## config.mk

```make
export PLATFORM = sky130hd
export DESIGN_NAME = sparse_act_decoder
export DESIGN_NICKNAME = d
export VERILOG_FILES = /design/src/rtl/sparse_act_decoder.sv
export SDC_FILE = /design/constraint.sdc
export NUM_CORES = 1
export LEC_CHECK = 0
export CORE_AREA = 2 2 138 167
export CTS_CLUSTER_DIAMETER = 200
export DETAILED_ROUTE_END_ITERATION = 6
export DIE_AREA = 0 0 140 169
export GPL_TIMING_DRIVEN = 0
export PLACE_DENSITY = 0.82
export SLEW_MARGIN = 5
export SYNTH_ARGS = -nofsm -noshare
export SYNTH_HDL_FRONTEND = slang
export SYNTH_SLANG_ARGS = --single-unit
```

## constraint.sdc

```tcl
create_clock -name clk -period 8.55 [get_ports clk]
set_input_delay 1.2825 -clock clk [delete_from_list [all_inputs] [get_ports clk]]
set_output_delay 1.2825 -clock clk [all_outputs]
set_load 0.02 [all_outputs]
```

## src/rtl/sparse_act_decoder.sv

```systemverilog
// -----------------------------------------------------------------------------
// sparse_act_decoder
//   Expands a compressed activation vector (N-bit occupancy bitmap plus a
//   packed stream of nonzero values in ascending index order) into a dense
//   stream of N signed values, index 0 first and index N-1 last.
//
// Ports
//   clk, rst_n     clock (rising edge) and asynchronous active-low reset
//   start          one-cycle pulse, accepted only while idle; latches bitmap_in
//   bitmap_in      occupancy bitmap, bit i set = element i is nonzero
//   busy           high from the cycle after an accepted start through the
//                  final output transfer
//   done           one-cycle pulse after the final output transfer
//   nnz_count      popcount of the latched bitmap
//   elem_valid/elem_data/elem_ready   packed nonzero element handshake
//   out_valid/out_data/out_index/out_last/out_ready   dense output handshake
//   err_zero_elem  sticky flag: a packed element equal to zero was accepted
//
// Optional build macro
//   SPARSE_DEC_CHECK_EN  builds the zero-element check; when undefined the
//                        err_zero_elem output is tied low.
// -----------------------------------------------------------------------------
module sparse_act_decoder #(
  parameter int N  = 128,
  parameter int DW = 9,
  parameter int IW = 7,
  parameter int CW = 8
) (
  input  logic                 clk,
  input  logic                 rst_n,
  input  logic                 start,
  input  logic [N-1:0]         bitmap_in,
  output logic                 busy,
  output logic                 done,
  output logic [CW-1:0]        nnz_count,
  input  logic                 elem_valid,
  input  logic signed [DW-1:0] elem_data,
  output logic                 elem_ready,
  output logic                 out_valid,
  output logic signed [DW-1:0] out_data,
  output logic [IW-1:0]        out_index,
  output logic                 out_last,
  input  logic                 out_ready,
  output logic                 err_zero_elem
);

  localparam logic [1:0] ST_IDLE  = 2'd0;
  localparam logic [1:0] ST_RUN   = 2'd1;
  localparam logic [1:0] ST_FLUSH = 2'd2;
  localparam logic [1:0] ST_DONE  = 2'd3;

  localparam logic [IW-1:0] LAST_POS = IW'(N - 1);
  localparam logic [IW-1:0] POS_ONE  = IW'(1);

  // Number of set bits in an occupancy bitmap.
  function automatic logic [CW-1:0] popcount(input logic [N-1:0] v);
    logic [CW-1:0] c;
    c = {CW{1'b0}};
    for (int i = 0; i < N; i++) begin
      c = c + CW'(v[i]);
    end
    return c;
  endfunction

  logic [1:0]           state_r;
  logic [N-1:0]         bitmap_r;
  logic [IW-1:0]        pos_r;
  logic                 busy_r;
  logic                 done_r;
  logic [CW-1:0]        nnz_r;
  logic                 out_valid_r;
  logic signed [DW-1:0] out_data_r;
  logic [IW-1:0]        out_index_r;
  logic                 out_last_r;

  logic                 cur_bit_s;
  logic                 load_ok_s;
  logic                 load_s;
  logic                 elem_ready_s;
  logic                 start_ok_s;
  logic                 out_xfer_s;

  // Load decision for the dense output register at the current position.
  always_comb begin
    cur_bit_s  = bitmap_r[pos_r];
    load_ok_s  = !out_valid_r || out_ready;
    start_ok_s = (state_r == ST_IDLE) && start;
    out_xfer_s = out_valid_r && out_ready;
    if (state_r == ST_RUN) begin
      // Occupied positions wait for a packed element; empty ones insert a zero.
      elem_ready_s = cur_bit_s && load_ok_s;
      load_s       = load_ok_s && (!cur_bit_s || elem_valid);
    end else begin
      elem_ready_s = 1'b0;
      load_s       = 1'b0;
    end
  end

  // Control FSM: state, position counter, latched bitmap, busy/done, count.
  always_ff @(posedge clk or negedge rst_n) begin
    if (!rst_n) begin
      state_r  <= ST_IDLE;
      bitmap_r <= {N{1'b0}};
      pos_r    <= {IW{1'b0}};
      busy_r   <= 1'b0;
      done_r   <= 1'b0;
      nnz_r    <= {CW{1'b0}};
    end else begin
      done_r <= 1'b0;
      case (state_r)
        ST_IDLE: begin
          if (start_ok_s) begin
            bitmap_r <= bitmap_in;
            pos_r    <= {IW{1'b0}};
            nnz_r    <= popcount(bitmap_in);
            busy_r   <= 1'b1;
            state_r  <= ST_RUN;
          end
        end
        ST_RUN: begin
          if (load_s) begin
            pos_r <= pos_r + POS_ONE;
            if (pos_r == LAST_POS) begin
              state_r <= ST_FLUSH;
            end
          end
        end
        ST_FLUSH: begin
          if (out_xfer_s) begin
            busy_r  <= 1'b0;
            done_r  <= 1'b1;
            state_r <= ST_DONE;
          end
        end
        ST_DONE: begin
          state_r <= ST_IDLE;
        end
        default: begin
          state_r <= ST_IDLE;
          busy_r  <= 1'b0;
        end
      endcase
    end
  end

  // Dense output register: loads on a permitted load, drains on transfer.
  always_ff @(posedge clk or negedge rst_n) begin
    if (!rst_n) begin
      out_valid_r <= 1'b0;
      out_data_r  <= {DW{1'b0}};
      out_index_r <= {IW{1'b0}};
      out_last_r  <= 1'b0;
    end else if (load_s) begin
      out_valid_r <= 1'b1;
      out_data_r  <= cur_bit_s ? elem_data : {DW{1'b0}};
      out_index_r <= pos_r;
      out_last_r  <= (pos_r == LAST_POS);
    end else if (out_xfer_s) begin
      // Data and index are left as-is; only the qualifiers drop.
      out_valid_r <= 1'b0;
      out_last_r  <= 1'b0;
    end
  end

`ifdef SPARSE_DEC_CHECK_EN
  logic err_r;

  // Sticky zero-element flag, cleared by the next accepted start.
  always_ff @(posedge clk or negedge rst_n) begin
    if (!rst_n) begin
      err_r <= 1'b0;
    end else if (start_ok_s) begin
      err_r <= 1'b0;
    end else if (elem_valid && elem_ready_s && (elem_data == {DW{1'b0}})) begin
      err_r <= 1'b1;
    end
  end

  assign err_zero_elem = err_r;
`else
  assign err_zero_elem = 1'b0;
`endif

  assign busy       = busy_r;
  assign done       = done_r;
  assign nnz_count  = nnz_r;
  assign elem_ready = elem_ready_s;
  assign out_valid  = out_valid_r;
  assign out_data   = out_data_r;
  assign out_index  = out_index_r;
  assign out_last   = out_last_r;

endmodule

```

# Yosys cells after proc, flatten, opt, wreduce, memory -nomap -nowiden
# Index checks and enable logic that the tools add are counted.
dict set report totals {
  ff_bits 165
  memories 0
  mem_bits_rw 0
  input_bits 142
  mem_bits_ro 0
  latchBits 0
  elab_cells 183
}
dict set report op_classes {
  shift 0
  magnitude_cmp 1
  eq_ne 8
  add_sub_neg 128
  reduce_logical 16
  multipliers 0
  muxes 20
  bitwise_logic 0
  div 0
}
# op count
set ops {}
lappend ops {{adder 8 x 1 -> 8 bit} 120}
lappend ops {{two-way mux 7 bit} 2}
lappend ops {{case mux 7 bit (2 select lines)} 1}
lappend ops {{two-way mux 1 bit} 9}
lappend ops {{two-way mux 9 bit} 1}
lappend ops {{adder 7 x 1 -> 8 bit} 1}
lappend ops {{< comparator 7 x 8 -> 1 bit (second input constant)} 1}
lappend ops {{two-way mux 2 bit} 4}
lappend ops {{case mux 2 bit (4 select lines)} 1}
lappend ops {{adder 6 x 1 -> 7 bit} 1}
lappend ops {{adder 7 x 1 -> 7 bit (second input constant)} 1}
lappend ops {{binary-select mux 1 bit (select 7 bit)} 1}
lappend ops {{== test 7 bit (second input constant)} 1}
lappend ops {{adder 5 x 1 -> 6 bit} 1}
lappend ops {{!= test 2 bit (second input constant)} 3}
lappend ops {{AND reduction 3 bit} 2}
lappend ops {{nonzero test 2 bit} 3}
lappend ops {{adder 4 x 1 -> 5 bit} 1}
lappend ops {{adder 3 x 1 -> 4 bit} 1}
lappend ops {{== test 2 bit (second input constant)} 2}
lappend ops {{logical AND 1 bit} 4}
lappend ops {{AND reduction 4 bit} 1}
lappend ops {{adder 2 x 1 -> 3 bit} 1}
lappend ops {{adder 1 x 1 -> 2 bit} 1}
lappend ops {{7 further kinds} 9}

# Longest topological paths before layout
dict set report logic_depth {
  ltp_word 127
  mapped_depth 28
  depth_no_buf 28
}

# Worst setup path before layout
# OpenSTA, ideal clock, no wires.
dict set report synth_timing {
  path_type {input port to flip-flop}
  from {input port bitmap_in[107]}
  to {register nnz_r[6] (netlist: nnz_count[6])}
  arrival_ns 7.784
  path_slack_ns 0.630
  path_buffers 0
  t_required_ns 8.415
  setup_ns 0.135
  path_stages 28
  cell_sequence {inv_1 fa_1 inv_1 fa_1 inv_1 fa_1 inv_1 fa_1 inv_1 fa_1 inv_1 fa_1 inv_1 fa_1 inv_1 fa_1 inv_1 fa_1 fa_1 inv_1 ha_1 fa_1 a21oi_1 o21bai_1 a21o_1 a21oi_1 xor2_1 o21ai_0}
}
dict set report synth_between {
  elab_chain_cells 21
}
# element line_no
set synth_rtl {}
lappend synth_rtl {{start, declared} 32} ;# input logic [N-1:0] bitmap_in,
lappend synth_rtl {{adder 8 x 1 -> 8 bit (21 in series)} 60} ;# c = c + CW'(v[i]);
lappend synth_rtl {{end signal, assigned} 107} ;# nnz_r <= {CW{1'b0}};
lappend synth_rtl {{end signal, assigned} 115} ;# nnz_r <= popcount(bitmap_in);
lappend synth_rtl {{end, declared} 70} ;# logic [CW-1:0] nnz_r;
# No other way between the ends.
# A chain may end at the register's enable or synchronous reset.

# Worst setup path after layout
# Ends and elaborated chain as after synthesis.

==> results.txt <==
The run finished, with violations left. The final reports fail on DRC. STA classifies the critical path startpoint as a primary input. During placement, the flow inserted port buffers numbering 170. The H-tree was split into 4 levels. During synthesis, Yosys emitted a total of 0 warnings. The proportion of synthesized flip-flops having asynchronous set or reset is 100.0%.

Averaged over all synthesized cells, the footprint is 11.84 um2. For this run, the leading register cell type out of synthesis is sky130_fd_sc_hd__dfrtp_1. The average wire per cell in the routed design is 21.02 um. Yosys attributes the largest share of cell area to sky130_fd_sc_hd__dfrtp_1 (38%), sky130_fd_sc_hd__fa_1 (21%), sky130_fd_sc_hd__mux2_2 (9.8%), sky130_fd_sc_hd__inv_1 (5.9%), sky130_fd_sc_hd__mux4_2 (4.6%). The hold path depth is 2. The residual overflow from global routing is 0. The startpoint identified for the worst register-to-register timing path is pos_r[2]. TritonCTS created 17 clock buffers. The reg-to-reg setup timing slack came out at 5230 ps. The number of enable flip-flop cells after synthesis came out at 0.

The number of max-cap violations came out at 0. In this run the cell area of the synthesized design comes to 0.01081 mm2. The global routing usage summed across all routing layers came out at 26.06%. The number of hold buffers added after CTS came out at 0. The remaining antenna violation count came out at 0. The number of standard cells in the final layout excluding fillers is 1395.

The number of antenna violations at the first check in global routing came to 0. The die area came out at 0.02366 mm2. For this block, the initial DRC count from the detailed router was 623.

In this run the worst hold path is classified as reg2reg. The clock edge transition at the registers on the reported setup and hold paths is 60 ps. TritonCTS built the clock tree.

The number of clock sinks is 165. The wire length reported by the detailed router came out at 29320 um. Of the total synthesized cell area, the portion taken by XOR and XNOR cells is 0.4052%.

STA puts the critical path data required time at 8850 ps. Among cell families on the critical path, the largest total delay comes from adder cells. The wire-length estimate of the detail-placed layout is 23120 um.

The worst register-to-register path ends at pos_r[4]. The clock latency of the later-clocked register in the worst-skew pair is 440 ps. The number of nets at the end of the flow came out at 1389.

The basic-gate share of the synthesized area counting and, or, nand and nor cells came out at 4.955%. The unique cell type count in the Yosys netlist came out at 56. The maximum number of pins on one net before global-route repair came out at 106. Summing over every cut layer, the via total after detailed routing is 7727. The die is 140 um wide. The hold violation total from the final report is 0. The weighted congestion at the end of routability-driven global placement is 0.9430. The slowest stage of the critical path belongs to the cell sky130_fd_sc_hd__fa_1. The critical path is of the in2reg type. The final setup violation count came out at 0. Of the cells placed in the final design, the portion with a size suffix greater than 1 is 15.23%. The number of fillers in the final layout came out at 1656. The number of slew-limit violations in the final report is 0. Setup repair after global routing left no endpoint under its margin. The first-pass GRT wire length came out at 45910 um. The main combinational cell family by area after synthesis is adder cells. After floorplanning, the core was divided into 60 placement rows. After detailed routing, the number of remaining DRC violations is 12. The die extent in y is 169 um. The maximum frequency from static timing analysis is 119.9 MHz. The synthesis-to-layout area growth came out at 24.66%.

The cell count of the worst reg-to-reg path is 11. The number of global-route vias before repair was 8322. After layout, the minimum clock period comes to 8338 ps. For this run, the register share of the synthesized area comes to 38.20%.

For the pin with the worst max-slew slack, the measured transition is 908.2 ps. The maximum buffer depth of the clock tree is 2. The number of nets produced by synthesis is 1199.

The maximum net fanout on the critical path is 2. The worst-case clock skew is 11.14 ps. The worst stage delay on the critical path came out at 550 ps. The antenna cell count is 0. The synthesized netlist devotes 6.726% of its cell area to compound gates. The mean number of vias per cell came out at 5.539. The core region is 0.02215 mm2. The fraction of post-synthesis cell area in the top cell type by area is 38.20%. The most area-hungry cell type in the Yosys netlist is sky130_fd_sc_hd__dfrtp_1.

The path with the worst hold slack has its endpoint at bitmap_r[6]. The worst pin sits at a relative slew slack of 39.45%. The worst hold path begins at bitmap_r[6]. The initial core utilization is 48.80%. Counting tap cells, the placed design contains a total of 1363 instances. The share of synthesized area spent on multiplexers came out at 17.24%. STA classifies the critical path endpoint as a register.

The pre-antenna-repair detailed-routing pass consisted of 7 iterations. The buffer and inverter count on the worst path came out at 11. The worst-case hold slack is 478.1 ps. The data arrival time of the critical path came out at 8630 ps.

Summing all placed instances gives a cell area of 0.01289 mm2. In the finished design, the share of the clock period the worst path needs comes to 97.52%. The register bit total from synthesis is 165. During I/O placement, the number of pins put on the boundary was 172. The gate count of the mapped netlist is 913. The tree is rooted in a sky130_fd_sc_hd__clkbuf_16. The adder-cell share of the synthesized area is 24.66%. The design area came out at 0.01347 mm2.
==> logic make-up (layout without fill, tap and decap cells) <==
group | Yosys count | count (layout)
muxes | 146 | 146
xor gates and xnor gates | 5 | 5
other | 1 | 1
DFF | 165 | 165
adders and majority gates | 144 | 144
buffers and inverters | 212 | 415
and+or+nand+nor | 124 | 124
AOI/OAI and AO/OA | 116 | 116
==> stage by stage <==
| step | util [%] | setup WS, ps | setup TNS [ps] |
|---|---|---|---|
| floorplan | - | 630.3 | 0 |
| global placement | 58.06 | -594.1 | -95390 |
| detailed placement | 58.21 | -246.7 | -592.8 |
| CTS | 60.77 | 166.5 | 0 |
| global route | 60.84 | 21.20 | 0 |
| finish | 60.84 | 211.9 | 0 |
==> worst max-delay path by stage <==
| stage | to | from | slack [ps] | cells after the start |
|---|---|---|---|---|
| after global routing | nnz_count[7] | bitmap_in[59] | 20 | 27 |
| final | nnz_count[6] | bitmap_in[107] | 210 | 29 |
| after floorplan | nnz_count[6] | bitmap_in[107] | 630 | 28 |
| after global placement | out_data[8] | rst_n | -590 | 1 |
| after CTS | nnz_count[6] | bitmap_in[107] | 170 | 29 |
| after detailed placement | nnz_count[6] | bitmap_in[107] | -250 | 29 |
==> layer usage <==
metal  GRT usage (%)  vias up  part of all wire, %
met3           5.403       93                  7.4
met1           32.50     3894                   37
met5               0        -                    0
li1                -     3355                    -
met2           43.69      385                   50
met4           12.69        0                  4.9
==> sequential cells by signal, indices dropped and copies added, names as in the netlist <==
name / flops
out_data: 9
out_index: 7
state_r: 2
bitmap_r: 128
pos_r: 7
out_valid: 1
nnz_count: 8
busy: 1
done: 1
out_last: 1
==> area by class of cell <==
| cell class | instances | area (um2) | area share [%] |
|---|---|---|---|
| Sequential cell | 165 | 4129 | 30.65 |
| Clock buffer | 18 | 429.2 | 3.185 |
| Inverter | 171 | 641.9 | 4.764 |
| Buffer | 41 | 198.9 | 1.477 |
| Tap cell | 279 | 349.1 | 2.591 |
| Multi-Input combinational cell | 536 | 5852 | 43.43 |
| Timing Repair Buffer | 171 | 1734 | 12.87 |
| Clock inverter | 14 | 138.9 | 1.031 |
==> cells in the final DEF (no fill, tap or decap), types with 3 or more instances in the layout <==
cell / netlist / routed
sky130_fd_sc_hd__inv_1: 171 / 171
sky130_fd_sc_hd__clkdlybuf4s50_1: 0 / 169
sky130_fd_sc_hd__buf_6: 3 / 3
sky130_fd_sc_hd__o211ai_1: 4 / 4
sky130_fd_sc_hd__ha_1: 29 / 29
sky130_fd_sc_hd__buf_4: 4 / 4
sky130_fd_sc_hd__mux2i_1: 23 / 23
sky130_fd_sc_hd__nor2_1: 19 / 19
sky130_fd_sc_hd__inv_6: 0 / 5
sky130_fd_sc_hd__o21ai_0: 62 / 62
sky130_fd_sc_hd__nand2_1: 78 / 78
sky130_fd_sc_hd__a21oi_2: 0 / 3
sky130_fd_sc_hd__o31ai_1: 4 / 4
sky130_fd_sc_hd__o21bai_1: 3 / 3
sky130_fd_sc_hd__xnor2_1: 4 / 4
sky130_fd_sc_hd__clkbuf_16: 0 / 17
sky130_fd_sc_hd__a21oi_1: 10 / 7
sky130_fd_sc_hd__nor2b_1: 3 / 3
sky130_fd_sc_hd__o311ai_1: 3 / 3
sky130_fd_sc_hd__buf_1: 3 / 3
sky130_fd_sc_hd__nand3_1: 3 / 3
sky130_fd_sc_hd__clkbuf_1: 25 / 26
sky130_fd_sc_hd__a22oi_1: 7 / 7
sky130_fd_sc_hd__mux4_2: 22 / 22
sky130_fd_sc_hd__buf_2: 6 / 6
sky130_fd_sc_hd__fa_1: 115 / 114
sky130_fd_sc_hd__mux2_2: 94 / 94
sky130_fd_sc_hd__dfrtp_1: 165 / 165
sky130_fd_sc_hd__nor3_1: 3 / 3
sky130_fd_sc_hd__a21boi_0: 3 / 3
sky130_fd_sc_hd__nor3b_1: 3 / 3
sky130_fd_sc_hd__mux2_1: 7 / 7
sky130_fd_sc_hd__and2_1: 3 / 3
==> cell usage after synthesis (all sizes together), types with 4 or more instances <==
cell    count
mux2      101
buf        16
o21ai      63
nor2       19
mux2i      23
a21oi      10
mux4       22
dfrtp     165
ha         29
fa        115
a22oi       7
inv       171
nand2      78
o211ai      4
xnor2       4
o31ai       4
clkbuf     25
==> worst register-to-register path: cells and delay by family, from the launching register on <==
kind	cells	cell delay, ps
buffers and inverters	3	910
DFF	1	340
AOI/OAI and AO/OA	5	1160
muxes	2	710
and+or+nand+nor	1	100
==> repair_timing <==
item / in CTS / in global routing
resized for setup: 0 / 4
setup endpoints to repair: 0 / 2
buffers inserted: 0 / 0
Power is left out: the tool's default activity adds up to more than one toggle a clock period on the data nets, which glitch-free logic cannot reach.
